`src/rtl/uart_cmd_framer.sv`:
```
// Builds 2-byte little-endian orders from the UART byte stream and validates them.
// Accepted orders are queued in a FWFT FIFO and handed to the sequencer via valid/ready.
module uart_cmd_framer #(
  parameter int TIMEOUT_CYCLES = 500000,
  parameter int FIFO_DEPTH     = 4
) (
  input  logic                          clk,
  input  logic                          rst_n,
  input  logic [7:0]                    rx_data,
  input  logic                          rx_valid,
  output logic [15:0]                   cmd_data,
  output logic                          cmd_valid,
  input  logic                          cmd_ready,
  output logic [$clog2(FIFO_DEPTH):0]   fifo_count,
  output logic                          timeout_pulse,
  output logic                          reject_pulse,
  output logic                          drop_pulse
);
  localparam int PW = $clog2(FIFO_DEPTH);
  localparam int CW = PW + 1;
  localparam int TW = (TIMEOUT_CYCLES > 2) ? $clog2(TIMEOUT_CYCLES) : 1;
  localparam logic [TW-1:0] T_LAST = TW'(TIMEOUT_CYCLES - 1);
  localparam logic [CW-1:0] FULL   = CW'(FIFO_DEPTH);

  typedef enum logic {S_BYTE1, S_BYTE2} state_t;

  state_t        state;
  logic [7:0]    low_byte;
  logic [TW-1:0] timer;
  logic [15:0]   mem [FIFO_DEPTH];
  logic [PW-1:0] rd_ptr, wr_ptr;

  logic [15:0] frame;
  logic        frame_done, frame_ok, room, push, pop;

  assign frame      = {rx_data, low_byte};
  assign frame_done = (state == S_BYTE2) && rx_valid;
  assign frame_ok   = frame[15] && (frame[14:0] != 15'd0);
  assign pop        = cmd_valid && cmd_ready;
  // A full FIFO still takes the new order when the head leaves in the same cycle.
  assign room       = (fifo_count != FULL) || pop;
  assign push       = frame_done && frame_ok && room;

  assign cmd_valid  = (fifo_count != '0);
  assign cmd_data   = cmd_valid ? mem[rd_ptr] : 16'h0000;

  always_ff @(posedge clk or negedge rst_n) begin
    if (!rst_n) begin
      state         <= S_BYTE1;
      low_byte      <= '0;
      timer         <= '0;
      rd_ptr        <= '0;
      wr_ptr        <= '0;
      fifo_count    <= '0;
      timeout_pulse <= 1'b0;
      reject_pulse  <= 1'b0;
      drop_pulse    <= 1'b0;
      for (int i = 0; i < FIFO_DEPTH; i++) mem[i] <= '0;
    end else begin
      timeout_pulse <= 1'b0;
      reject_pulse  <= 1'b0;
      drop_pulse    <= 1'b0;
      case (state)
        S_BYTE1: if (rx_valid) begin
          low_byte <= rx_data;
          timer    <= '0;
          state    <= S_BYTE2;
        end
        S_BYTE2: begin
          // rx_valid takes priority over an expiring timer
          if (rx_valid) begin
            state        <= S_BYTE1;
            reject_pulse <= !frame_ok;
            drop_pulse   <= frame_ok && !room;
          end else if (timer == T_LAST) begin
            timeout_pulse <= 1'b1;
            low_byte      <= '0;
            state         <= S_BYTE1;
          end else begin
            timer <= timer + 1'b1;
          end
        end
        default: state <= S_BYTE1;
      endcase

      if (push) begin
        mem[wr_ptr] <= frame;
        wr_ptr      <= wr_ptr + 1'b1;
      end
      if (pop) rd_ptr <= rd_ptr + 1'b1;
      if (push && !pop)      fifo_count <= fifo_count + 1'b1;
      else if (pop && !push) fifo_count <= fifo_count - 1'b1;
    end
  end
endmodule
```
`config.mk`:
```
export PLATFORM = sky130hd
export DESIGN_NAME = uart_cmd_framer
export DESIGN_NICKNAME = d
export VERILOG_FILES = /design/src/rtl/uart_cmd_framer.sv
export SDC_FILE = /design/constraint.sdc
export NUM_CORES = 1
export LEC_CHECK = 0
export CAP_MARGIN = 20
export CORE_ASPECT_RATIO = 0.6
export CORE_MARGIN = 2
export CORE_UTILIZATION = 40
export DETAILED_ROUTE_END_ITERATION = 16
export DONT_BUFFER_PORTS = 1
export MAX_ROUTING_LAYER = met4
export PLACE_DENSITY = 0.58
export RECOVER_POWER = 100
export SETUP_SLACK_MARGIN = 0.02
export SYNTH_ARGS = -nofsm -noshare
export SYNTH_HDL_FRONTEND = slang
export SYNTH_SLANG_ARGS = --single-unit
```
`constraint.sdc`:
```
create_clock -name clk -period 5.4 [get_ports clk]
set_input_delay 1.08 -clock clk [delete_from_list [all_inputs] [get_ports clk]]
set_output_delay 1.08 -clock clk [all_outputs]
set_load 0.1 [all_outputs]
```
# Yosys cells after proc, flatten, opt, wreduce, memory -nomap -nowiden
# Index checks and enable logic that the tools add are counted.
dict set report word_totals {
  input_bits 12
  word_cells 77
  output_inout_bits 23
  register_bits 102
}
dict set report op_classes {
  order_cmp 3
  n_eq_ne 6
  reduce_logical 19
  n_bitwise 3
  n_addsub 5
  n_mux 28
}
# operator count
set op_table {}
lappend op_table {{$bwmux 64} 1}
lappend op_table {{$mux 16} 4}
lappend op_table {{$mux 19} 3}
lappend op_table {{$pmux 19 s2} 1}
lappend op_table {{$bmux 16 s2} 1}
lappend op_table {{$demux 16 s2} 1}
lappend op_table {{$mux 8} 3}
lappend op_table {{$add 19x1->19 const B} 1}
lappend op_table {{$eq 19x19->1 const B} 1}
lappend op_table {{$pmux 8 s2} 1}
lappend op_table {{$reduce_bool 15->1} 1}
lappend op_table {{$mux 1} 10}
lappend op_table {{$logic_and 1x1->1} 9}
lappend op_table {{$ge 3x3->1 const B} 2}
lappend op_table {{$mux 3} 2}
lappend op_table {{$ne 2x2->1 const B} 3}
lappend op_table {{$not 2->3} 2}
lappend op_table {{$reduce_and 3->1} 2}
lappend op_table {{$add 2x1->2 const B} 2}
lappend op_table {{$logic_not 1->1} 4}
lappend op_table {{$add 3x1->3 const B} 1}
lappend op_table {{$lt 3x1->1 const B} 1}
lappend op_table {{$ne 3x3->1 const B} 1}
lappend op_table {{$reduce_bool 3->1} 1}
lappend op_table {{6 further kinds} 6}

# Longest topological paths before layout
# Gate-level depths: netlist (run 1).
dict set report depth {
  word_depth 8
  depth_mapped 10
  mapped_depth_nobuf 9
}

# Worst setup path before layout (run 1)
# OpenSTA, ideal clock, no wires.
dict set report synth_timing {
  path_type {reg2out}
  startpoint {reg fifo_count[0]}
  endpoint {out cmd_data[10]}
  n_path_buf 2
  setup_slack_ns 1.058
  required_ns 4.320
  t_arrival_ns 3.262
  stages_incl_launch_ff 5
  cell_sequence {dfrtp_1 or3_1 clkbuf_1 clkbuf_1 and2_1}
}
dict set report synth_between {
  elab_chain_len 2
}
# element line
set synth_lines {}
lappend synth_lines {{from (decl)} 14} ;# output logic [$clog2(FIFO_DEPTH):0] fifo_count,
lappend synth_lines {{from (signal assigned)} 91} ;# if (push && !pop) fifo_count <= fifo_count + 1'b1;
lappend synth_lines {{from (signal assigned)} 92} ;# else if (pop && !push) fifo_count <= fifo_count - 1'b1;
lappend synth_lines {{$reduce_bool 3->1} 44} ;# assign cmd_valid = (fifo_count != '0);
lappend synth_lines {{named net cmd_valid} 12} ;# output logic cmd_valid,
lappend synth_lines {{$mux 16} 45} ;# assign cmd_data = cmd_valid ? mem[rd_ptr] : 16'h0000;
lappend synth_lines {{to (decl)} 11} ;# output logic [15:0] cmd_data,
# The timed path passes the listed nets, and every way through them passes these cells.

# Worst setup path after layout (run 1)
dict set report layout_timing {
  startpoint {reg fifo_count[2]}
  endpoint {out cmd_data[11]}
}
# The elaborated chain is that of the path after synthesis.

==> results of run 1 <==
-- metrics by stage --
step | hold slack (ps) | power [mW] | std cells | setup WS [ps]
floorplan | 434 | 2.92 | 385 | 1060
global placement | 446 | 3.09 | 535 | 1580
detailed placement | 460 | 3.13 | 535 | 1520
CTS | 401 | 3.86 | 551 | 1130
global route | 392 | 3.92 | 553 | 552
finish | 414 | 3.74 | 553 | 654
-- sequential cells by signal, indices dropped and copies added (netlist names) --
| register | cells |
|---|---|
| mem | 64 |
| drop_pulse | 1 |
| low_byte | 8 |
| reject_pulse | 1 |
| fifo_count | 3 |
| timer | 19 |
| state | 1 |
| wr_ptr | 2 |
| timeout_pulse | 1 |
| rd_ptr | 2 |
-- area by class of cell --
class                      instances  area share (%)
multi-input combinational        252            42.1
inverter                           9           0.622
timing repair buffer               4           0.345
clock inverter                     7            1.93
tap                              170            3.91
clock buffer                       9            4.14
sequential                       102            47.0
-- cells in the mapped netlist, types with 2 or more instances --
cell type / count
sky130_fd_sc_hd__or2_2: 4
sky130_fd_sc_hd__xor2_1: 3
sky130_fd_sc_hd__nand4_1: 9
sky130_fd_sc_hd__and2_1: 16
sky130_fd_sc_hd__dfrtp_1: 102
sky130_fd_sc_hd__mux2_2: 26
sky130_fd_sc_hd__mux2_4: 36
sky130_fd_sc_hd__xnor2_1: 4
sky130_fd_sc_hd__a211oi_1: 2
sky130_fd_sc_hd__buf_8: 4
sky130_fd_sc_hd__a21oi_1: 7
sky130_fd_sc_hd__buf_2: 5
sky130_fd_sc_hd__a22oi_1: 2
sky130_fd_sc_hd__o211ai_1: 2
sky130_fd_sc_hd__nor2b_1: 2
sky130_fd_sc_hd__or3_1: 2
sky130_fd_sc_hd__mux4_2: 16
sky130_fd_sc_hd__clkbuf_1: 11
sky130_fd_sc_hd__nor4_1: 8
sky130_fd_sc_hd__ha_1: 6
sky130_fd_sc_hd__nand3_1: 10
sky130_fd_sc_hd__and4_1: 2
sky130_fd_sc_hd__nor3_1: 5
sky130_fd_sc_hd__mux2i_1: 4
sky130_fd_sc_hd__nor2_1: 9
sky130_fd_sc_hd__nor4b_1: 3
sky130_fd_sc_hd__o21ai_0: 6
sky130_fd_sc_hd__a31oi_1: 3
sky130_fd_sc_hd__inv_1: 8
sky130_fd_sc_hd__a311oi_1: 2
sky130_fd_sc_hd__a22o_1: 8
sky130_fd_sc_hd__nor3_4: 5
sky130_fd_sc_hd__nand2b_1: 2
sky130_fd_sc_hd__o31ai_1: 3
sky130_fd_sc_hd__and3_1: 5
sky130_fd_sc_hd__nand2_1: 20
-- layer usage --
layer,wire length [µm],vias up,part of all wire (%)
li1,-,1424,-
met1,5710,1662,50
met2,4820,91,43
met3,631,15,5.6
met4,167,0,1.5
met5,0,-,0
-- worst paths after layout --
kind	slack (ps)	startpoint	to	cells after the start
worst max-delay path	650	fifo_count[2]	cmd_data[11]	3
worst min-delay path	410	rst_n	timeout_pulse	0
worst max register to register	950	fifo_count[0]	mem[17]	4
worst min register to register	480	mem[15]	mem[15]	1
max in group asynchronous	4800	rst_n	mem[40]	0
min in group clk	480	mem[15]	mem[15]	1
-- worst register-to-register path: stages, from the launching register on --
cell and delay [ps]:
sky130_fd_sc_hd__dfrtp_1 1030, sky130_fd_sc_hd__or4b_1 370, sky130_fd_sc_hd__nand2_1 90, sky130_fd_sc_hd__nor3_1 2350, sky130_fd_sc_hd__mux2_2 490
-- power by group through the flow --
stage | Sequential (mW) | Clock [mW] | Combinational [mW]
global placement | 1.33 | 0 | 1.76
CTS | 1.34 | 0.738 | 1.78
global route | 1.38 | 0.767 | 1.77
detailed placement | 1.35 | 0 | 1.78
finish | 1.34 | 0.715 | 1.69
floorplan | 1.27 | 0 | 1.66
-- cell families (layout without fill, tap and decap cells) --
logic type / after synthesis / in the layout / share of synthesized area, %
adder cells (fa/ha/maj): 7 / 7 / 1.84
AND/OR/NAND/NOR: 111 / 111 / 13.5
flip-flops: 102 / 102 / 49.5
multiplexers: 82 / 82 / 23.9
AO/OA/AOI/OAI: 45 / 45 / 6.60
buffers and inverters: 31 / 29 / 3.47
XOR/XNOR: 7 / 7 / 1.19
==> flow_summary.ini, run 1 <==
[place]
hpwl_mm = 7.43
place.gp.congestion = 0.836
placedInstanceArea_um2 = 5240
numPortBuffers = 0

[setup_path]
cpPeakStageDelay_ps = 1180
timing.critical_path.arrival_ps = 3670
worst_setup_path_end_kind = primary output
cp_max_fo = 19
cp_data_required_time_ps = 4320
critPathKind = flop to primary output
critPathTopFamily = simple AND/OR/NAND/NOR gates
crit_path_start_kind = flop
crit_slowest_cell = sky130_fd_sc_hd__and2_0
count_of_buffer_and_inverter_cells_on_the_critical_path = 1
path_cells = clkbuf_1 -> or3_2 -> and2_0

[final_layout]
layout.cells.most_common = sky130_fd_sc_hd__dfrtp_1
drive_gt1_share_pct = 22.2
synthToLayoutAreaGrowth_pct = 5.39
multiInputGateArea_um2 = 2290
fin_util_pct = 42.7
register_area_um2 = 2550
num_antenna_cells = 0
finish.instance_area_um2 = 5440
nNetsFinal = 397
most-common-layout-cells = sky130_fd_sc_hd__dfrtp_1, sky130_fd_sc_hd__mux2_2, sky130_fd_sc_hd__nand2_1, sky130_fd_sc_hd__mux2_4, sky130_fd_sc_hd__mux2_1
final.fill_count = 1210

[cts]
cts_hold_repair.buffers = 0
cts_buffers = 9
cts.htree.levels = 3
tritoncts = done
cts.repair.resized = 0
cts-root-buf = sky130_fd_sc_hd__clkbuf_16
post-cts-setup-buffer-count = 0
clk_latency_ps = 350
clock_sink_count = 102
cts_buffer_depth = 2
clk_transition_reported_paths_ps = 80

[timing]
period_minus_slack_ps = 4750
finalMaxSlewViolations = 34
fmax_mhz = 211
final_count_of_hold_timing_violations = 0
timing_worst_slew_pin_value_ps = 3160
max-slew-margin-rel_pct = -112
final.setup.tns_ps = 0
timing.final.crit_share_pct = 87.9
grt_setup_unrepaired = no
clock_skew_ps = 8.59
setup_violators_final = 0

[global_route]
grt_antenna_before_repair = 0
grt_overflow = 0
global_route.usage.met1_pct = 27.0
grt_pass1_vias = 3095
globalRoute.busiestLayer = met1
pin_count_of_the_biggest_net_entering_global_routing = 103
grt_first_pass_wirelength_mm = 17.9
use_met3_pct = 4.58
grt_use_met2_pct = 23.9
global_route_usage_sum_pct = 17.8

[pwr]
static-leakage-power_nw = 2.28
power_density_nw_per_um2 = 689
share_comb_of_total_power_pct = 45.2
power.switching_fraction_pct = 47.4
p_seq_share_pct = 35.7
power.share.clock_pct = 19.1
p_switching_mw = 1.77
internal_power_mw = 1.97
irDropWorstVdd_v = 0.000290

[die]
initial_core_util_pct = 40.5
fp.dieW_um = 151
floorplan.io_pins = 35
core-area_um2 = 12700
die_area_um2 = 13800
chipHeight_um = 92.0
core.rowCount = 32

[yosys]
sequential_cell_area_fraction_in_the_yosys_report_pct = 49.5
synth_enable_flop_cells = 0
top_cell_type_by_total_area_after_synthesis = sky130_fd_sc_hd__dfrtp_1
synthCells = 385
synth.top_cells.by_area = sky130_fd_sc_hd__dfrtp_1, sky130_fd_sc_hd__mux2_4, sky130_fd_sc_hd__mux4_2
netlist_area_um2 = 5160
netlist.area_leader.share_pct = 49.5
synth_warnings = 0
synth_top_flop_cell = sky130_fd_sc_hd__dfrtp_1
async_set_or_reset_flop_fraction_in_the_synthesized_netlist_pct = 100
synthesis.area_per_instance_um2 = 13.4
yosys_register_bits = 102
total_nets_after_synthesis = 404
synth.lib_cells_used.distinct = 59

[routing]
detailedRoute.firstPassIterationCount = 4
finalWirelength_mm = 11.3
routed_via_density = 5.77
detailedRoute.firstIterationViolations = 252
antenna_left = 0
drt-wirelength-per-cell_um = 20.5
num_vias = 3192
remaining_drc_errors = 0

[status]
status = finished with violations
violations_in_the_final_reports = max-capacitance violations, max-slew violations

[hold_path]
hold_class = input pin to asynchronous set/reset pin

[flow_run]
drv_cap = 2
Note: power is estimated with default switching activity, not from simulation.
==> inputs of run 2 (changes only) <==
- RECOVER_POWER: 100 -> 25
==> run 2 against run 1 <==
  * Largest power group unchanged
  * Non-clock buffer count is the same
  * Critical path type unchanged
  * Sequential share of layout area shrank 1.5 points
  * The flow now finishes without violations
  * Global-route usage is the same
  * Combinational power grew 5%
  * Clock skew is essentially flat
  * Largest cell class unchanged
  * Cell count is the same
  * Clock-buffer cell count is the same
==> flow_summary.ini, run 2 (synthesized netlist as in run 1, its figures left out) <==
[setup_path]
path_cells = or3_2 -> and2_1
cpPeakStageDelay_ps = 1030
cp_max_fo = 19
count_of_buffer_and_inverter_cells_on_the_critical_path = 0
reg2reg_slack_ps = 2150
timing.critical_path.arrival_ps = 3120
worst_setup_path_end_kind = primary output
crit_slowest_cell = sky130_fd_sc_hd__dfrtp_1
cp_data_required_time_ps = 4320
critPathTopFamily = simple AND/OR/NAND/NOR gates
critPathKind = flop to primary output
crit_path_start_kind = flop

[cts]
tritoncts = done
clk_latency_ps = 350
cts.repair.resized = 0
cts.htree.levels = 3
cts_buffers = 9
clk_transition_reported_paths_ps = 80
cts-root-buf = sky130_fd_sc_hd__clkbuf_16
post-cts-setup-buffer-count = 0
clock_sink_count = 102
cts_buffer_depth = 2
cts_hold_repair.buffers = 0

[final_layout]
top_regs = mem (64), timer (19), low_byte (8)
fin_util_pct = 44.1
nNetsFinal = 397
num_antenna_cells = 0
largest_register = mem
layout.cells.most_common = sky130_fd_sc_hd__dfrtp_1
instances_no_fill = 553
finish.instance_area_um2 = 5610
synthToLayoutAreaGrowth_pct = 8.85
most-common-layout-cells = sky130_fd_sc_hd__dfrtp_1, sky130_fd_sc_hd__mux2_4, sky130_fd_sc_hd__mux2_2
number_of_flip_flops_in_the_largest_register = 64
drive_gt1_share_pct = 30.0

[flow_run]
drv_cap = 0

[die]
core.rowCount = 32
initial_core_util_pct = 40.5
chipHeight_um = 92.0
fp.dieW_um = 151
floorplan.io_pins = 35
die_area_um2 = 13800
core-area_um2 = 12700

[routing]
detailedRoute.firstIterationViolations = 239
finalWirelength_mm = 11.2
detailedRoute.firstPassIterationCount = 4
drt-wirelength-per-cell_um = 20.3
routed_via_density = 5.79
num_vias = 3200
antenna_left = 0
remaining_drc_errors = 0

[place]
placedInstanceArea_um2 = 5240
place.gp.congestion = 0.836
numPortBuffers = 0
dpl.cell_count = 535
hpwl_mm = 7.43

[pwr]
design_power_total_mw = 3.82
irDropWorstVdd_v = 0.000293
power_density_nw_per_um2 = 681
static-leakage-power_nw = 2.37

[status]
status = completed

[timing]
max-slew-margin-rel_pct = 24.5
clock_skew_ps = 8.58
grt_setup_unrepaired = no
finalMaxSlewViolations = 0
setup_violators_final = 0
timing.final.crit_share_pct = 77.8
period_minus_slack_ps = 4200
final_count_of_hold_timing_violations = 0
final.setup.tns_ps = 0
timing_worst_slew_pin_value_ps = 1130
fmax_mhz = 238

[global_route]
globalRoute.busiestLayer = met1
grt_antenna_before_repair = 0
grt_pass1_vias = 3095
pin_count_of_the_biggest_net_entering_global_routing = 103
grt_overflow = 0
global_route_usage_sum_pct = 17.8
use_met3_pct = 4.58
global_route.usage.met1_pct = 27.0
grt_first_pass_wirelength_mm = 17.9
grt_use_met2_pct = 23.9

[hold_path]
hold_class = input pin to asynchronous set/reset pin
## run 2: changes by cell type in the layout (fill, tap and decap cells not counted), sizes merged
cell and change:
buf +3, clkbuf -3
## run 2: area by class of cell
class,count,area [µm²]
clock buffer,9,225
clock inverter,7,105
fill,1166,7120
inverter,9,33.8
multi-input combinational,252,2430
sequential,102,2550
tap,170,213
timing repair buffer,4,57.6
## run 2: path summary, 6_finish.rpt
path / startpoint / cells past startpoint / to
setup / recovery: fifo_count[0] / 2 / cmd_data[9]
hold / removal: rst_n / 0 / timeout_pulse
setup reg to reg: fifo_count[0] / 8 / fifo_count[2]
hold reg to reg: mem[63] / 1 / mem[63]
max in group asynchronous: rst_n / 0 / mem[57]
min in group clk: mem[63] / 1 / mem[63]
## run 2: through the flow
step,setup slack (ps),hold WS [ps]
after floorplan,1060,434
after global placement,1580,446
after detailed placement,1520,460
after CTS,1130,401
after global routing,1070,392
final,1200,415
## run 2: layer usage
| layer | part of all wire (%) | vias to the layer above |
|---|---|---|
| met5 | 0 | - |
| met4 | 1.2 | 0 |
| met3 | 6.1 | 13 |
| met2 | 43 | 104 |
| met1 | 49 | 1659 |
| li1 | - | 1424 |
## run 2: worst register-to-register path, cell delays in order (launching register included)
cell                      delay [ps]
sky130_fd_sc_hd__dfrtp_1         790
sky130_fd_sc_hd__or3_2          1040
sky130_fd_sc_hd__nand2_1         260
sky130_fd_sc_hd__ha_1            210
sky130_fd_sc_hd__inv_1            60
sky130_fd_sc_hd__fa_1            370
sky130_fd_sc_hd__xor2_1          170
sky130_fd_sc_hd__nor2_1          110
sky130_fd_sc_hd__xor2_1          170
## run 2: where the power goes
group / switching [mW] / internal, mW / total [mW]
Clock: 0.302 / 0.413 / 0.714
Combinational: 1.19 / 0.578 / 1.77
Sequential: 0.295 / 1.05 / 1.34
==> inputs of run 3 (changes only) <==
- clock period: 5.4 -> 4.1 ns (I/O delays scaled with it)
==> run 3 against run 2 <==
  * Utilization rose by 1.1 points
  * Via count fell by 0.66%
  * Non-clock buffer count rose by 20
  * Setup slack got worse by 340 ps
  * Worst hold slack got worse by 250 ps
  * Register-to-register slack got worse by 810 ps
  * Global-route usage barely moved
  * Die area did not move
  * Critical path depth rose by 2
  * Highest routed layer unchanged
==> flow_summary.ini, run 3 (synthesized netlist as in run 1, its figures left out) <==
[setup_path]
crit_path_start_kind = flop
cell_repeated_most_along_the_worst_path = sky130_fd_sc_hd__buf_4
cp_max_fo = 12
reg2reg_slack_ps = 1340
path_cells = buf_4 -> mux4_2 -> and2_1 -> buf_4
critPathTopFamily = flip-flops
cp_data_required_time_ps = 3280
crit_slowest_cell = sky130_fd_sc_hd__dfrtp_1
cpPeakStageDelay_ps = 850
timing.critical_path.arrival_ps = 2430
critPathKind = flop to primary output
worst_setup_path_end_kind = primary output
count_of_buffer_and_inverter_cells_on_the_critical_path = 2

[final_layout]
finish.instance_area_um2 = 5750
layout.cells.most_common = sky130_fd_sc_hd__dfrtp_1
most-common-layout-cells = sky130_fd_sc_hd__dfrtp_1, sky130_fd_sc_hd__mux2_4, sky130_fd_sc_hd__mux2_2
largest_register = mem
nNetsFinal = 417
top_regs = mem (64), timer (19), low_byte (8)
final.fill_count = 1154
drive_gt1_share_pct = 33.5
number_of_flip_flops_in_the_largest_register = 64
synthToLayoutAreaGrowth_pct = 11.5
num_antenna_cells = 0

[cts]
cts.htree.levels = 3
tritoncts = done
clk_transition_reported_paths_ps = 70
post-cts-setup-buffer-count = 0
clk_latency_ps = 340
cts.repair.resized = 0
clock_sink_count = 102
cts_hold_repair.buffers = 0
cts_buffers = 9
cts-root-buf = sky130_fd_sc_hd__clkbuf_16
cts_buffer_depth = 2

[die]
initial_core_util_pct = 40.5
floorplan.io_pins = 35
core.rowCount = 32
fp.dieW_um = 151
chipHeight_um = 92.0
core-area_um2 = 12700
die_area_um2 = 13800

[status]
status = completed

[timing]
final_critical_path_setup_slack_ps = 854
grt_setup_unrepaired = no
timing_worst_slew_pin_value_ps = 927
setup_violators_final = 0
fmax_mhz = 308
timing.final.crit_share_pct = 79.2
clock_skew_ps = 5.23
final.setup.tns_ps = 0
period_minus_slack_ps = 3250
final.hold.worst_slack_ps = 164
max-slew-margin-rel_pct = 38.0
final_count_of_hold_timing_violations = 0
finalMaxSlewViolations = 0

[routing]
detailedRoute.firstIterationViolations = 173
remaining_drc_errors = 0
num_vias = 3179
drt-wirelength-per-cell_um = 19.4
finalWirelength_mm = 11.1
routed_via_density = 5.55
detailedRoute.firstPassIterationCount = 4
antenna_left = 0

[place]
numPortBuffers = 0
placedInstanceArea_um2 = 5410
hpwl_mm = 7.35
place.gp.congestion = 0.838
placement.setup.worst_slack_ps = 1110

[global_route]
grt_pass1_vias = 3203
grt_first_pass_wirelength_mm = 18.4
global_route_usage_sum_pct = 17.8
grt_use_met2_pct = 24.5
grt_overflow = 0
pin_count_of_the_biggest_net_entering_global_routing = 103
grt_antenna_before_repair = 0
use_met3_pct = 4.58
global_route.usage.met1_pct = 26.9
globalRoute.busiestLayer = met1

[hold_path]
hold_class = input pin to asynchronous set/reset pin

[flow_run]
drv_cap = 0
-- run 3: cell types whose count changed in the layout (fill, tap and decap cells not counted), sizes merged --
cell      previous run  this run
clkinv               3         2
bufinv               2         3
buf                  4        24
inv                 10         9
clkinvlp             1         2
-- run 3: area by class of cell --
class                           count  area (µm²)  share of cell area [%]
Clock inverter                      7         121                    2.11
Sequential cell                   102        2550                    44.4
Clock buffer                        9         225                    3.91
Multi-Input combinational cell    252        2430                    42.2
Tap cell                          170         213                    3.70
Inverter                            9        33.8                   0.587
Timing Repair Buffer               24         180                    3.13
-- run 3: path summary, 6_finish.rpt --
kind                                       to  startpoint  cells after the start
worst max-delay path              cmd_data[7]   rd_ptr[0]                      4
worst min-delay path            timeout_pulse       rst_n                      0
worst max register to register  fifo_count[2]       state                      8
worst min register to register        mem[47]     mem[47]                      1
max in group asynchronous             mem[45]       rst_n                      0
min in group clk                      mem[47]     mem[47]                      1
-- run 3: per-layer routing --
layer | part of all wire, % | routed length (µm) | up-vias
li1 | - | - | 1472
met5 | 0 | 0 | -
met1 | 52 | 5740 | 1634
met3 | 4.5 | 501 | 9
met2 | 43 | 4820 | 64
met4 | 0.76 | 85 | 0
-- run 3: per-stage QoR --
step	utilization [%]	instances
after floorplan	-	385
after global placement	42.5	557
after detailed placement	42.5	557
after CTS	45.2	573
after global routing	45.2	573
final	45.2	573
Power of run 3 is left out: the tool's default activity adds up to more than one toggle a clock period on the data nets, which glitch-free logic cannot reach.
